$ cat config.mk
export PLATFORM = sky130hd
export DESIGN_NAME = echo_mixer
export DESIGN_NICKNAME = d
export VERILOG_FILES = /design/src/rtl/echo_pkg.sv /design/src/rtl/echo_mixer_gain_ramp.sv /design/src/rtl/echo_mixer.sv
export SDC_FILE = /design/constraint.sdc
export NUM_CORES = 1
export LEC_CHECK = 0
export BUFFER_PORTS_ARGS = -buffer_cell sky130_fd_sc_hd__buf_4
export CORE_ASPECT_RATIO = 1.1
export CORE_UTILIZATION = 45
export CTS_BUF_LIST = sky130_fd_sc_hd__clkbuf_16
export DETAILED_ROUTE_END_ITERATION = 6
export HOLD_SLACK_MARGIN = 0.15
export PLACE_DENSITY = 0.65
export SYNTH_ARGS = -nofsm -noshare
export SYNTH_HDL_FRONTEND = slang
export SYNTH_SLANG_ARGS = --single-unit
$ cat constraint.sdc
create_clock -name clk -period 5.9 [get_ports clk]
set_input_delay 1.18 -clock clk [delete_from_list [all_inputs] [get_ports clk]]
set_output_delay 1.18 -clock clk [all_outputs]
set_load 0.005 [all_outputs]
$ cat src/rtl/echo_pkg.sv
// Shared widths, saturation bounds and FSM encoding for the echo mixer.
// ECHO_MIX_SAT_EN selects saturating rather than wrapping output arithmetic.
package echo_pkg;

  localparam int SAMPLE_W = 16;
  localparam int GAIN_W   = 8;
  localparam int DELAY_W  = 13;
  localparam int SUM_W    = 18;

  localparam logic signed [SUM_W-1:0] SAT_MAX = 18'sd32767;
  localparam logic signed [SUM_W-1:0] SAT_MIN = -18'sd32768;

  typedef enum logic [1:0] {
    WARMUP = 2'd0,
    RAMP   = 2'd1,
    STEADY = 2'd2
  } mix_state_t;

endpackage

$ cat src/rtl/echo_mixer_gain_ramp.sv
// Warmup counter, delay tracking and gain ramp FSM of the echo mixer.
// It produces the gain and the wet-path enable used for each sample.
module gain_ramp #(
  parameter int GAIN_W  = echo_pkg::GAIN_W,
  parameter int DELAY_W = echo_pkg::DELAY_W
) (
  input  logic               clk,
  input  logic               reset_n,
  input  logic               sample_valid,
  input  logic [DELAY_W-1:0] delay_num,
  input  logic [GAIN_W-1:0]  gain_tgt,
  output logic [GAIN_W-1:0]  gain_cur,
  output logic               wet_active
);
  import echo_pkg::*;

  localparam logic [GAIN_W-1:0]  GAIN_ONE  = {{(GAIN_W-1){1'b0}}, 1'b1};
  localparam logic [DELAY_W-1:0] DELAY_ONE = {{(DELAY_W-1){1'b0}}, 1'b1};

  mix_state_t         state_r, state_s;
  logic [DELAY_W-1:0] wcnt_r, wcnt_s;
  logic [DELAY_W-1:0] delay_q_r, delay_q_s;
  logic [GAIN_W-1:0]  gain_r, gain_s, step_s;
  logic               wet_r, wet_s;

  // One LSB toward the target gain
  always_comb begin
    step_s = gain_r;
    if (gain_r < gain_tgt) begin
      step_s = gain_r + GAIN_ONE;
    end else if (gain_r > gain_tgt) begin
      step_s = gain_r - GAIN_ONE;
    end else begin
      step_s = gain_r;
    end
  end

  // A delay change outranks any sample step in the same cycle
  always_comb begin
    state_s   = state_r;
    wcnt_s    = wcnt_r;
    delay_q_s = delay_q_r;
    gain_s    = gain_r;
    wet_s     = wet_r;
    if (delay_num != delay_q_r) begin
      delay_q_s = delay_num;
      wcnt_s    = {DELAY_W{1'b0}};
      gain_s    = {GAIN_W{1'b0}};
      wet_s     = 1'b0;
      state_s   = WARMUP;
    end else begin
      case (state_r)
        WARMUP: begin
          if (sample_valid && (wcnt_r == delay_q_r)) begin
            wet_s   = 1'b1;
            gain_s  = step_s;
            state_s = RAMP;
          end else if (sample_valid) begin
            wcnt_s = wcnt_r + DELAY_ONE;
          end else begin
            wcnt_s = wcnt_r;
          end
        end
        RAMP: begin
          if (gain_r == gain_tgt) begin
            state_s = STEADY;
          end else if (sample_valid) begin
            gain_s  = step_s;
            state_s = (step_s == gain_tgt) ? STEADY : RAMP;
          end else begin
            state_s = RAMP;
          end
        end
        STEADY: begin
          if (gain_tgt != gain_r) begin
            state_s = RAMP;
          end else begin
            state_s = STEADY;
          end
        end
        default: begin
          state_s = WARMUP;
          wcnt_s  = {DELAY_W{1'b0}};
          gain_s  = {GAIN_W{1'b0}};
          wet_s   = 1'b0;
        end
      endcase
    end
  end

  // FSM and ramp state registers
  always_ff @(posedge clk or negedge reset_n) begin
    if (!reset_n) begin
      state_r   <= WARMUP;
      wcnt_r    <= {DELAY_W{1'b0}};
      delay_q_r <= {DELAY_W{1'b0}};
      gain_r    <= {GAIN_W{1'b0}};
      wet_r     <= 1'b0;
    end else begin
      state_r   <= state_s;
      wcnt_r    <= wcnt_s;
      delay_q_r <= delay_q_s;
      gain_r    <= gain_s;
      wet_r     <= wet_s;
    end
  end

  assign gain_cur   = gain_r;
  assign wet_active = wet_r;

endmodule

$ cat src/rtl/echo_mixer.sv
// Echo output mixer: out = dry + floor(wet*gain/256), two-stage pipeline.
// Define ECHO_MIX_SAT_EN to saturate the sum; otherwise it wraps to 16 bits.
module echo_mixer #(
  parameter int SAMPLE_W = echo_pkg::SAMPLE_W,
  parameter int GAIN_W   = echo_pkg::GAIN_W,
  parameter int DELAY_W  = echo_pkg::DELAY_W
) (
  input  logic                clk,
  input  logic                reset_n,
  input  logic                sample_valid,
  input  logic [SAMPLE_W-1:0] dry_in,
  input  logic [SAMPLE_W-1:0] wet_in,
  input  logic [DELAY_W-1:0]  delay_num,
  input  logic [GAIN_W-1:0]   gain_tgt,
  output logic [SAMPLE_W-1:0] out,
  output logic                out_valid,
  output logic                wet_active
);
  import echo_pkg::*;

  localparam int PROD_W = SAMPLE_W + GAIN_W + 1;
  localparam int MIX_W  = SAMPLE_W + 2;

  logic [GAIN_W-1:0]          gain_cur_s;
  logic                       wet_active_s;
  logic [GAIN_W-1:0]          gain_eff_s;
  logic signed [PROD_W-1:0]   wet_x_s, gain_x_s, prod_s, prod_r;
  logic signed [SAMPLE_W-1:0] dry_r;
  logic                       v1_r;
  logic signed [MIX_W-1:0]    scaled_s, sum_s;
  logic signed [SAMPLE_W-1:0] mix_s;
  logic [SAMPLE_W-1:0]        out_r;
  logic                       out_valid_r;
  logic                       unused_bits_s;

  gain_ramp #(
    .GAIN_W  (GAIN_W),
    .DELAY_W (DELAY_W)
  ) u_gain_ramp (
    .clk          (clk),
    .reset_n      (reset_n),
    .sample_valid (sample_valid),
    .delay_num    (delay_num),
    .gain_tgt     (gain_tgt),
    .gain_cur     (gain_cur_s),
    .wet_active   (wet_active_s)
  );

  // Gain is always zero in warmup, but the mute keeps the wet path explicit
  assign gain_eff_s = wet_active_s ? gain_cur_s : {GAIN_W{1'b0}};
  assign wet_x_s    = {{(PROD_W-SAMPLE_W){wet_in[SAMPLE_W-1]}}, wet_in};
  assign gain_x_s   = {{(PROD_W-GAIN_W){1'b0}}, gain_eff_s};
  assign prod_s     = wet_x_s * gain_x_s;

  assign scaled_s = {prod_r[PROD_W-1], prod_r[PROD_W-1:GAIN_W]};
  assign sum_s    = {{2{dry_r[SAMPLE_W-1]}}, dry_r} + scaled_s;

`ifdef ECHO_MIX_SAT_EN
  // Clamp the 18-bit sum into the sample range
  always_comb begin
    mix_s = sum_s[SAMPLE_W-1:0];
    if (sum_s > SAT_MAX) begin
      mix_s = SAT_MAX[SAMPLE_W-1:0];
    end else if (sum_s < SAT_MIN) begin
      mix_s = SAT_MIN[SAMPLE_W-1:0];
    end else begin
      mix_s = sum_s[SAMPLE_W-1:0];
    end
  end
  assign unused_bits_s = ^prod_r[GAIN_W-1:0];
`else
  assign mix_s         = sum_s[SAMPLE_W-1:0];
  assign unused_bits_s = ^{prod_r[GAIN_W-1:0], sum_s[MIX_W-1:SAMPLE_W]};
`endif

  // Stage 1: product and aligned dry sample
  always_ff @(posedge clk or negedge reset_n) begin
    if (!reset_n) begin
      prod_r <= {PROD_W{1'b0}};
      dry_r  <= {SAMPLE_W{1'b0}};
      v1_r   <= 1'b0;
    end else begin
      v1_r <= sample_valid;
      if (sample_valid) begin
        prod_r <= prod_s;
        dry_r  <= dry_in;
      end
    end
  end

  // Stage 2: mixed output, held between strobes
  always_ff @(posedge clk or negedge reset_n) begin
    if (!reset_n) begin
      out_r       <= {SAMPLE_W{1'b0}};
      out_valid_r <= 1'b0;
    end else begin
      out_valid_r <= v1_r;
      if (v1_r) begin
        out_r <= mix_s;
      end
    end
  end

  assign out        = out_r;
  assign out_valid  = out_valid_r;
  assign wet_active = wet_active_s;

endmodule

# Word level (Yosys, flattened, before mapping)

Cells that the tools add are included.

Flip-flop bits (word level): 95
Bits of input ports: 56
Output and inout port bits: 18
Logic and storage cells: 59

Add/sub/neg operators: 4
$mul: 1
Magnitude comparators: 2
Equality and inequality tests: 14
Muxes and demuxes: 22
Reductions and logical operators: 6

Operators with widths:

| kind                  | number |
|---|---|
| $mux 8                | 7 |
| $mux 13               | 3 |
| $pmux 13 s2           | 1 |
| $mul 16x9->24         | 1 |
| $pmux 8 s3            | 1 |
| $add 16x16->16        | 1 |
| $eq 8x8->1            | 2 |
| $add 13x1->13 const B | 1 |
| $eq 13x13->1          | 1 |
| $ne 13x13->1          | 1 |
| $mux 2                | 6 |
| $ne 3x2->1 const B    | 4 |
| $add 8x1->8 const B   | 1 |
| $gt 8x8->1            | 1 |
| $lt 8x8->1            | 1 |
| $ne 8x8->1            | 1 |
| $sub 8x1->8 const B   | 1 |
| $pmux 2 s3            | 1 |
| $ne 2x1->1 const B    | 2 |
| $reduce_and 4->1      | 1 |
| $ne 3x1->1 const B    | 1 |
| $reduce_and 3->1      | 1 |
| $eq 2x1->1 const B    | 1 |
| $eq 2x2->1 const B    | 1 |
| other kinds (6)       | 7 |

# Depth between registers and ports, before layout

Depth after elaboration: 9
Gate-level depth with buffers: 21
Gate-level depth less buffers: 20

# Modules after synthesis

Synthesis repeated with hierarchy kept, for this count alone.

Cells, all modules: 1037
Area total of the unflattened synthesis: 9635.5 um^2

Modules (own cells, without submodules):

| module     | times used | cells each | area an instance (um^2) | seq. area each (um^2) |
|---|---|---|---|---|
| echo_mixer | 1          | 725        | 6860.3                  | 1251.2 |
| gain_ramp  | 1          | 312        | 2775.2                  | 925.9 |

# Worst setup path before layout

OpenSTA, ideal clock, no wires.

Path type: input to register
Start point: input wet_in[8]
End point: register prod_r[19]
Setup time: 0.125 ns
Arrival: 5.174 ns
Required time: 5.775 ns
Slack: 0.601 ns
Stages: 18
Path buffers: 0
Path through: nand2_1 > fa_1 > inv_1 > fa_1 > fa_1 > inv_1 > fa_1 > inv_1 > ha_1 > a21o_1 > a21oi_1 > nor3b_1 > o21ai_0 > and2_1 > a21o_1 > a21oi_1 > xnor2_1 > mux2_2

Longest elaborated chain between the ends: 1

RTL lines:

| item                 | RTL line         | text |
|---|---|---|
| start, declared      | echo_mixer.sv:12 | `input logic [SAMPLE_W-1:0] wet_in,` |
| $mul 16x9->24        | echo_mixer.sv:53 | `assign prod_s = wet_x_s * gain_x_s;` |
| end signal, assigned | echo_mixer.sv:79 | `prod_r <= {PROD_W{1'b0}};` |
| end signal, assigned | echo_mixer.sv:85 | `prod_r <= prod_s;` |
| end, declared        | echo_mixer.sv:27 | `logic signed [PROD_W-1:0] wet_x_s, gain_x_s, prod_s, prod_r;` |

No other way between the ends.
A chain may end at the register's enable or synchronous reset.

# Worst setup path after layout

Start point: register u_gain_ramp.gain_r[1], in the netlist u_gain_ramp.gain_cur[1]
End point: register prod_r[19]

Longest elaborated chain between the ends: 2

RTL lines:

| item                   | RTL line                    | text |
|---|---|---|
| start, declared        | echo_mixer_gain_ramp.sv:23  | `logic [GAIN_W-1:0] gain_r, gain_s, step_s;` |
| start signal, assigned | echo_mixer_gain_ramp.sv:97  | `gain_r <= {GAIN_W{1'b0}};` |
| start signal, assigned | echo_mixer_gain_ramp.sv:103 | `gain_r <= gain_s;` |
| $mux 8                 | echo_mixer.sv:50            | `assign gain_eff_s = wet_active_s ? gain_cur_s : {GAIN_W{1'b0}};` |
| $mul 16x9->24          | echo_mixer.sv:53            |  |

No other way between the ends.

==> flow_summary.yaml <==
final_layout:
  multi_input_area_sq_um: 6310
  fin_cells: 1322
  final_util_pct: 51.8
  drive_gt1_share_pct: 14.1
  num-nets-final: 1295
  area_growth_pct: 11.5
  final_area_sq_um: 10400
  final-seq-area_sq_um: 2180
  n_antenna_cell: 0
  fillers: 1864
sta:
  finClkSkew_ns: 0.00857
  hold_violations: 0
  worst_slack_ns: 0.375
  fmax_mhz: 181
  setup_viol: 0
  timing.final.crit_share_pct: 93.6
  tns_ns: 0
  period_minus_slack_ns: 5.53
  worst_pin_slew_ns: 0.927
  relSlewSlack_pct: 38.2
  rsz0062_at_grt: "no"
  hold_slack_ns: 0.509
  final-max-slew-violation-count: 0
setup_path:
  critical_path_class: "reg -> reg"
  rr_endpoint: "prod_r[19]$_DFFE_PN0P_"
  r2r_start: "u_gain_ramp.gain_cur[1]$_DFFE_PN0P_"
  endpoint_kind: "register"
  cp_data_arrival_time_ns: 5.76
  worstPathRequired_ns: 6.13
  r2r_slack_ns: 0.37
  crit_fanout: 13
  start_kind: "register"
  reg2regPathDepth: 22
global_route:
  overflow: 0
  grt_pass1_wl_mm: 35.6
  grt_pass1_vias: 7441
  grt_antenna_before_repair: 0
  grt_start_max_net_pins: 49
  grt_usage_pct: 20.9
power_and_ir_drop:
  p_leak_nw: 5.39
  ir_drop_mv: 0.128
  power.density_nw_per_um2: 133
  power_mw: 1.39
die:
  start_util_pct: 46.4
  fp.coreArea_sq_um: 20100
  die-area_sq_um: 21300
  io_pins: 74
  die_w_um: 139
  rows: 54
  die_h_um: 153
placed_design:
  placed_area_sq_um: 10100
  port_buffers: 73
  dp.cells: 1307
  gp_congestion: 0.858
  post-place-ws_ns: 0.116
  dp_hpwl_mm: 16.7
drt:
  ant_nets: 0
  wl_mm: 20.6
  drt_iter0_drc: 288
  vias: 7002
  wl_per_cell_um: 15.6
  firstDrtPassIters: 6
  drt-vias-per-instance: 5.30
  drc: 5
synth:
  synth_xor_area_share_pct: 6.95
  syn_avg_cell_area_sq_um: 9.21
  ys_async_sr_fraction_pct: 100
  synth_top_flop_cell: "dfrtp_1"
  synth_area_leaders: "dfrtp_1, fa_1, ha_1, inv_1, mux2_2"
  synth_seq_cells: 87
  synth_common_cells: "inv_1, nand2_1, fa_1"
  ys.warnings.count: 0
  synth_top_family_by_area: "adder cells"
  synthSimpleGateAreaFrac_pct: 16.0
  synth_fa_ha_area_share_pct: 31.3
  syn_nets: 1241
  yosysTopAreaCell: "dfrtp_1"
  synth_compound_area_share_pct: 8.66
  synth.most_common_cell: "inv_1"
  synth_edf_count: 0
  yosysTopAreaCellShare_pct: 23.4
  syn_inst: 1012
  synth_cell_types: 60
  synthMuxAreaShare_pct: 4.79
  syn_area_sq_um: 9320
  yosysSeqAreaShare_pct: 23.4
hold_path:
  hold_path.class: "reg -> reg"
  hold_depth: 1
  hold_start: "out[9]$_DFFE_PN0P_"
  whs_endpoint: "out[9]$_DFFE_PN0P_"
clock_tree:
  root_buffer: "clkbuf_16"
  insertion_delay_ns: 0.35
  numCtsBuffers: 9
  clk_pin_slew_worst_paths_ns: 0.07
  cts_hold_buf: 0
  tritoncts: "built"
  htree_levels: 3
  cts_resized: 0
  post_cts_buffers: 0
  clock_path_buffers: 2
  cts_num_sinks: 87
outcome:
  violations: "DRC"
  status: "finished, violations left"
flow_run:
  maxCapViolCount: 0
## critical path, stage by stage, from the launching register on
cell and delay (ns):
dfrtp_1 0.55, inv_1 0.20, nor2_1 0.12, buf_4 0.21, nand2_1 0.10, fa_1 0.56
inv_1 0.07, fa_1 0.49, inv_1 0.05, fa_1 0.47, inv_1 0.06, fa_1 0.48
ha_1 0.30, nand4_1 0.08, nor4_1 0.35, nor4_1 0.11, buf_4 0.16, o21ai_0 0.23
and2_1 0.20, a21o_1 0.15, a21oi_1 0.08, xnor2_1 0.13, mux2_2 0.26
## power breakdown
| part | switching [mW] | internal [mW] |
|---|---|---|
| Sequential | 0.0249 | 0.633 |
| Clock | 0.242 | 0.285 |
| Combinational | 0.0935 | 0.107 |
## registers in the layout, summed over array words and instances (netlist names)
name and flops:
dry_r 16, out 16, prod_r 16, u_gain_ramp.delay_q_r 13, u_gain_ramp.wcnt_r 13, u_gain_ramp.gain_cur 8
u_gain_ramp.state_r 2, out_valid 1, u_gain_ramp.wet_active 1, v1_r 1
## layout make-up
type / instances / area share (%)
timing repair buffer: 88 / 6.36
inverter: 175 / 6.32
clock inverter: 6 / 0.458
tap: 252 / 3.03
sequential: 87 / 21.0
multi-input combinational: 705 / 60.7
clock buffer: 9 / 2.17
## logic make-up (layout without fill, tap and decap cells)
kind of cell               after synthesis  count (layout)
AOI/OAI and AO/OA                      124             124
DFF                                     87              87
xor gates and xnor gates                74              74
muxes                                   40              40
adders and majority gates              173             173
and+or+nand+nor                        294             294
buffers and inverters                  220             278
## layer usage
layer,GRT usage [%],vias to the layer above,part of all wire (%)
met3,3.01,25,4.0
met4,6.77,0,1.9
met5,0,-,0
met1,25.4,3443,42
li1,-,3404,-
met2,37.9,130,52
## worst max path at each step
stage                                             start                     end  slack (ns)  cells after the start
global placement                              wet_in[5]  prod_r[19]$_DFFE_PN0P_        0.21                     20
CTS                 u_gain_ramp.gain_cur[1]$_DFFE_PN0P_  prod_r[19]$_DFFE_PN0P_        0.35                     22
detailed placement                            wet_in[5]  prod_r[19]$_DFFE_PN0P_        0.12                     20
finish              u_gain_ramp.gain_cur[1]$_DFFE_PN0P_  prod_r[19]$_DFFE_PN0P_        0.37                     22
floorplan                                     wet_in[8]  prod_r[19]$_DFFE_PN0P_        0.60                     18
global route        u_gain_ramp.gain_cur[1]$_DFFE_PN0P_  prod_r[19]$_DFFE_PN0P_        0.04                     22
## cells in the final DEF, fill, tap and decap left out, types with 4 or more instances in the layout
cell type,n
nor2b_1,10
a31oi_1,5
nand3_1,17
a21o_1,10
ha_1,73
and3_1,60
a211oi_1,4
xor2_1,29
clkinvlp_4,4
or3_1,6
xnor2_1,45
buf_4,88
nand2_1,106
mux2_2,37
and2_1,5
nor3_1,18
inv_1,175
fa_1,100
nand2b_1,5
o21ai_0,34
nor2_1,31
clkbuf_16,9
a21oi_1,31
nand4_1,10
o31ai_1,4
nor4_1,8
o211ai_1,6
dfrtp_1,87
Power figures use the tool's default switching activity.
